==> config.mk <==
export PLATFORM = sky130hd
export DESIGN_NAME = serial_subtractor
export DESIGN_NICKNAME = d
export VERILOG_FILES = /design/src/rtl/serial_subtractor.sv
export SDC_FILE = /design/constraint.sdc
export NUM_CORES = 1
export LEC_CHECK = 0
export ABC_CLOCK_PERIOD_IN_PS = 1900
export CORE_ASPECT_RATIO = 1.1
export CORE_MARGIN = 5
export CORE_UTILIZATION = 30
export CTS_BUF_LIST = sky130_fd_sc_hd__clkbuf_8 sky130_fd_sc_hd__clkbuf_16
export DETAILED_ROUTE_END_ITERATION = 6
export PLACE_DENSITY = 0.61
export SKIP_LAST_GASP = 1
export SLEW_MARGIN = 10
export SYNTH_ARGS = -nofsm -noshare
export SYNTH_HDL_FRONTEND = slang
export SYNTH_SLANG_ARGS = --single-unit
==> constraint.sdc <==
create_clock -name CLK100MHZ -period 1.9 [get_ports CLK100MHZ]
set_clock_uncertainty 0.2 [all_clocks]
set_input_delay 0.475 -clock CLK100MHZ [delete_from_list [all_inputs] [get_ports CLK100MHZ]]
set_output_delay 0.475 -clock CLK100MHZ [all_outputs]
set_load 0.1 [all_outputs]
==> src/rtl/serial_subtractor.sv <==
// Bit-serial X - Y, LSB first, through one full-adder cell
// with Y inverted and the carry seeded to 1.
module serial_subtractor #(
  parameter int WIDTH = 8
) (
  input  logic             CLK100MHZ,
  input  logic             reset,
  input  logic             start,
  input  logic [WIDTH-1:0] X,
  input  logic [WIDTH-1:0] Y,
  output logic [WIDTH-1:0] Z,
  output logic             borrowOut,
  output logic             overflow,
  output logic             busy,
  output logic             done
);

  localparam int CW = $clog2(WIDTH);

  typedef enum logic [1:0] {
    IDLE,
    SHIFT,
    DONE
  } state_t;

  state_t state, stateNext;

  logic [WIDTH-1:0] xReg, yReg, zReg;
  logic [CW-1:0]    bitCount;
  logic             carry;
  logic             yInv, sBit, cNext, lastBit;

  assign yInv    = ~yReg[0];
  assign sBit    = xReg[0] ^ yInv ^ carry;
  assign cNext   = (xReg[0] & yInv)
                 | (xReg[0] & carry)
                 | (yInv & carry);
  assign lastBit = (bitCount == CW'(WIDTH - 1));

  assign busy = (state != IDLE);
  assign done = (state == DONE);

  // state register
  always_ff @(posedge CLK100MHZ) begin
    if (reset) state <= IDLE;
    else       state <= stateNext;
  end

  // next-state decode; start is only honoured in IDLE
  always_comb begin
    stateNext = state;
    unique case (state)
      IDLE:    if (start) stateNext = SHIFT;
      SHIFT:   if (lastBit) stateNext = DONE;
      DONE:    stateNext = IDLE;
      default: stateNext = IDLE;
    endcase
  end

  // operand capture, one bit per edge, result/flags latched on the MSB
  always_ff @(posedge CLK100MHZ) begin
    if (reset) begin
      xReg      <= '0;
      yReg      <= '0;
      zReg      <= '0;
      carry     <= 1'b0;
      bitCount  <= '0;
      Z         <= '0;
      borrowOut <= 1'b0;
      overflow  <= 1'b0;
    end else begin
      unique case (state)
        IDLE: begin
          if (start) begin
            xReg     <= X;
            yReg     <= Y;
            carry    <= 1'b1;
            bitCount <= '0;
          end
        end
        SHIFT: begin
          zReg     <= {sBit, zReg[WIDTH-1:1]};
          xReg     <= {1'b0, xReg[WIDTH-1:1]};
          yReg     <= {1'b0, yReg[WIDTH-1:1]};
          carry    <= cNext;
          bitCount <= bitCount + CW'(1);
          if (lastBit) begin
            Z         <= {sBit, zReg[WIDTH-1:1]};
            overflow  <= carry ^ cNext;
            borrowOut <= ~cNext;
          end
        end
        default: ;
      endcase
    end
  end

endmodule

After elaboration in Yosys (flattened, before gate mapping)
Cells that the tools add are included.
Widths: inputs -> output; s select.
{"block": "totals", "ff_bits": 40, "latchBits": 0, "ramBits": 0, "mem_bits_ro": 0, "output_inout_bits": 12, "elab_cells": 42, "memories": 0}
{"block": "op_classes", "addsub": 1, "multipliers": 0, "div": 0, "n_lt_le_gt_ge": 0, "eq_ne": 5, "n_shift": 0, "mux": 11, "bitwise": 10, "n_reduce_logical": 6}
{"op": "$pmux 8 s2", "n": 2}
{"op": "$mux 8", "n": 2}
{"op": "$pmux 3 s2", "n": 1}
{"op": "$reduce_and 2->1", "n": 3}
{"op": "$mux 2", "n": 2}
{"op": "$ne 2x2->1 const B", "n": 2}
{"op": "$pmux 2 s2", "n": 1}
{"op": "$reduce_bool 2->1", "n": 2}
{"op": "$add 3x1->3 const B", "n": 1}
{"op": "$and 1x1->1", "n": 3}
{"op": "$eq 3x3->1 const B", "n": 1}
{"op": "$mux 3", "n": 1}
{"op": "$xor 1x1->1", "n": 3}
{"op": "$eq 2x1->1 const B", "n": 1}
{"op": "$eq 2x2->1 const B", "n": 1}
{"op": "$logic_not 2->1", "n": 1}
{"op": "$not 1->1", "n": 2}
{"op": "$or 1x1->1", "n": 2}
{"op": "$pmux 1 s2", "n": 1}
{"op": "$mux 1", "n": 1}

Depth between registers and ports, before layout
{"block": "logic_depth", "word_depth": 5, "depth_mapped": 6}

Least setup slack after synthesis
Ideal clock, no wire load.
{"block": "synth_path", "path_type": "reg-to-output", "startpoint": "register state[1]", "endpoint": "output port done", "arrival_ps": 1910, "t_required_ps": 1225, "path_slack_ps": -685, "stages_incl_launch_ff": 3, "cell_sequence": "dfxtp_1 -> clkbuf_1 -> nor2b_1"}
{"block": "synth_between", "elab_chain_len": 1}
{"element": "start, declared", "line": "26", "source": "state_t state, stateNext;"}
{"element": "start signal, assigned", "line": "46", "source": "else state <= stateNext;"}
{"element": "$eq 2x2->1", "line": "41", "source": "assign done = (state == DONE);"}
{"element": "end, declared", "line": "15", "source": "output logic done"}
No other way between the ends.

Final worst setup path
{"block": "layout_path", "startpoint": "register state[0]", "endpoint": "output port busy"}
{"block": "layout_between", "elab_chain_len": 1}
{"element": "$reduce_bool 2->1", "line": "40", "source": "assign busy = (state != IDLE);"}
{"element": "end, declared", "line": "14", "source": "output logic busy,"}
No other way between the ends.

==> run_results.csv <==
group,metric,value,unit
worst_setup_path,crit_arrival,1.16,ns
logic_synthesis,ys_seq_elements,39,
cells_and_area,antenna_cells,0,
timing,timing.fmax,0.545,GHz
power_and_ir_drop,power,1.71,mW
cts,cts_setup_buffers,0,
worst_setup_path,crit_type,"reg -> out",
cells_and_area,nets,232,
floorplan,fp.coreArea,0.00507,sq mm
power_and_ir_drop,irDropWorstVdd,0.300,mV
logic_synthesis,synthesis.area,0.00158,sq mm
worst_setup_path,rr_worst_depth,6,
timing,finalSetupViolCount,0,
worst_setup_path,critPathSlowestCell,"dfxtp_2",
grt,antenna_found_initial,0,
worst_setup_path,start_kind,"register",
grt,grt_use_total,0.106,
cts,cts.sinks,39,
worst_setup_path,cp-startpoint,"state[0]$_SDFFE_PP0P_",
floorplan,initial_core_util,0.312,
cts,htreeDepth,2,
routing,drc,0,
timing,slew_headroom,0.748,
cts,holdBufCountCts,0,
logic_synthesis,syn-num-nets,196,
logic_synthesis,yosysWarnings,0,
logic_synthesis,avgSynthCellArea,9.08,sq um
timing,fin_crit,1.84,ns
timing,rsz0062_at_grt,"false",
timing,worst_slew_pin_slew,0.376,ns
cts,clockBufferDepth,2,
grt,grt-ovfl-total,0,
cts,cts_tree,"built",
logic_synthesis,synthCells,174,
flow_run,cap_violations,0,
worst_hold_path,hold_class,"reg -> reg",
grt,grt_pass1_vias,1247,
cells_and_area,layout_common_cells,"37 x dfxtp_1, 33 x nor2_1, 30 x nand2_1",
worst_setup_path,rr_startpoint,"bitCount[0]$_SDFFE_PP0P_",
cts,cts_buffers,5,
worst_setup_path,crit_end,"busy",
floorplan,design.portCount,31,
power_and_ir_drop,power.leakage,0.822,nW
timing,report.final.slew_viol_count,0,
routing,drt_iter0_drc,71,
routing,ant_nets,0,
cts,clk_pin_slew_worst_paths,0.07,ns
routing,viasPerCell,4.73,
logic_synthesis,synth-seq-area-share,0.494,
worst_setup_path,critPathMaxStageDelay,0.37,ns
placed_design,hpwl,2360,microns
status,status,"complete, no violations",
worst_setup_path,critPathCaptureType,"primary output",
grt,grt_max_degree,23,
worst_setup_path,r2r_end,"Z[4]$_SDFFE_PP0P_",
timing,hold_viol,0,
worst_setup_path,required,1.22,ns
logic_synthesis,synthDistinctLibCells,26,
cells_and_area,area_growth,40.9,%
routing,first_pass_iters,4,
worst_setup_path,cp_max_fo,9,
cells_and_area,final_common_cell,"dfxtp_1",
floorplan,die_w,79.2,microns
timing,finalSetupTns,0,ns
grt,grt_pass1_wl,5660,microns
cells_and_area,instances_no_fill,269,
worst_setup_path,rrSetupSlack,0.29,ns
routing,num_vias,1272,
cts,insertion_delay,0.29,ns
placed_design,gp_routability_congestion,0.699,
routing,wl,3250,microns
worst_setup_path,crit_chain,"or2_2 -> buf_12",
floorplan,row_count,27,
cells_and_area,layout-drive-gt1-share,0.223,
placed_design,placed_cells,261,
timing,finalCritPeriodShare,0.966,
floorplan,dieHeight,86.1,microns
power_and_ir_drop,power_density,769,mW/mm^2
routing,wl_per_cell,12.1,microns
cts,cts-root-buf,"clkbuf_8",
floorplan,dieArea,0.00682,sq mm
placed_design,port_buffers,30,
-- timing repair --
item,in CTS,in global routing
resized for setup,0,2
endpoints found under the setup margin,0,2
endpoints found under the hold margin,0,0
-- kinds of logic (layout without fill, tap and decap cells) --
group | count (synthesis) | after routing | share of synthesized area
xor gates and xnor gates | 1 | 1 | 0.00554
DFF | 39 | 39 | 0.494
buffers and inverters | 15 | 52 | 0.0499
and+or+nand+nor | 73 | 73 | 0.195
adders and majority gates | 3 | 3 | 0.0285
AOI/OAI and AO/OA | 43 | 43 | 0.227
-- registers in the layout, indices dropped and copies added, names as in the netlist --
register and count:
bitCount 3, zReg 7, Z 8, overflow 1, carry 1, state 2, yReg 8, xReg 8
borrowOut 1
-- critical path, delay by kind of cell, from the launching register on --
kind	cells	cell delay (ns)
and+or+nand+nor	1	0.33
buffers and inverters	1	0.17
DFF	1	0.37
-- worst min path at each step --
stage                               startpoint                    to  slack (ns)  cells past startpoint
after detailed placement  zReg[1]$_SDFFE_PP0P_     Z[0]$_SDFFE_PP0P_        0.25                      2
final                     zReg[1]$_SDFFE_PP0P_     Z[0]$_SDFFE_PP0P_        0.26                      2
after global routing      zReg[1]$_SDFFE_PP0P_  zReg[1]$_SDFFE_PP0P_        0.28                      2
after global placement    zReg[1]$_SDFFE_PP0P_     Z[0]$_SDFFE_PP0P_        0.24                      2
after floorplan           zReg[1]$_SDFFE_PP0P_     Z[0]$_SDFFE_PP0P_        0.23                      2
after CTS                 zReg[1]$_SDFFE_PP0P_     Z[0]$_SDFFE_PP0P_        0.26                      2
-- synthesized netlist by cell type --
library cell  number  area (sq um)
o21bai_1           1          7.51
buf_2              6          30.0
a211oi_1           4          30.0
or2_2              1          6.26
a21oi_1           18          90.1
nand2b_1           1          6.26
o221ai_2          10           150
and3b_1            1          8.76
fa_1               1          20.0
o21ba_2            1          10.0
o221ai_1           4          35.0
a22oi_1            2          15.0
nand2_1           30           113
nor2b_1            3          18.8
buf_1              1          3.75
ha_1               2          25.0
inv_1              2          7.51
xnor2_1            1          8.76
dfxtp_1           39           781
o221a_2            1          11.3
buf_6              2          22.5
nand3b_1           3          22.5
nor2_1            33           124
or3b_1             1          8.76
o21ai_0            2          10.0
clkbuf_1           4          15.0
-- through the flow --
stage	instance area [sq um]	hold WS [ns]	util	worst slack, ns
2_1_floorplan	1590	0.232	-	0.127
3_3_place_gp	2120	0.242	0.419	-0.161
3_5_place_dp	2120	0.253	0.419	-0.172
4_1_cts	2220	0.263	0.439	0.00190
5_1_grt	2230	0.282	0.440	0.0104
6_report	2230	0.263	0.440	0.0647
-- where the power goes --
group / total, mW / internal (mW) / switching, mW
Clock: 0.600 / 0.326 / 0.274
Sequential: 0.885 / 0.857 / 0.0284
Combinational: 0.228 / 0.118 / 0.109
-- layer usage --
metal	share of wire	wire length, microns	GRT usage	up-vias
met5	0	0	0	-
met3	0.043	140	0.0378	6
met2	0.46	1490	0.166	23
li1	-	-	-	669
met1	0.48	1550	0.130	574
met4	0.018	60	0.0469	0
-- layout make-up --
| type | instances | area (sq um) |
|---|---|---|
| fill | 511 | 2840 |
| tap | 58 | 72.6 |
| clock buffer | 7 | 96.3 |
| clock inverter | 1 | 3.75 |
| sequential | 39 | 783 |
| inverter | 2 | 7.51 |
| multi-input combinational | 120 | 728 |
| timing repair buffer | 42 | 536 |
No activity file was read; power rests on OpenSTA's default activity.
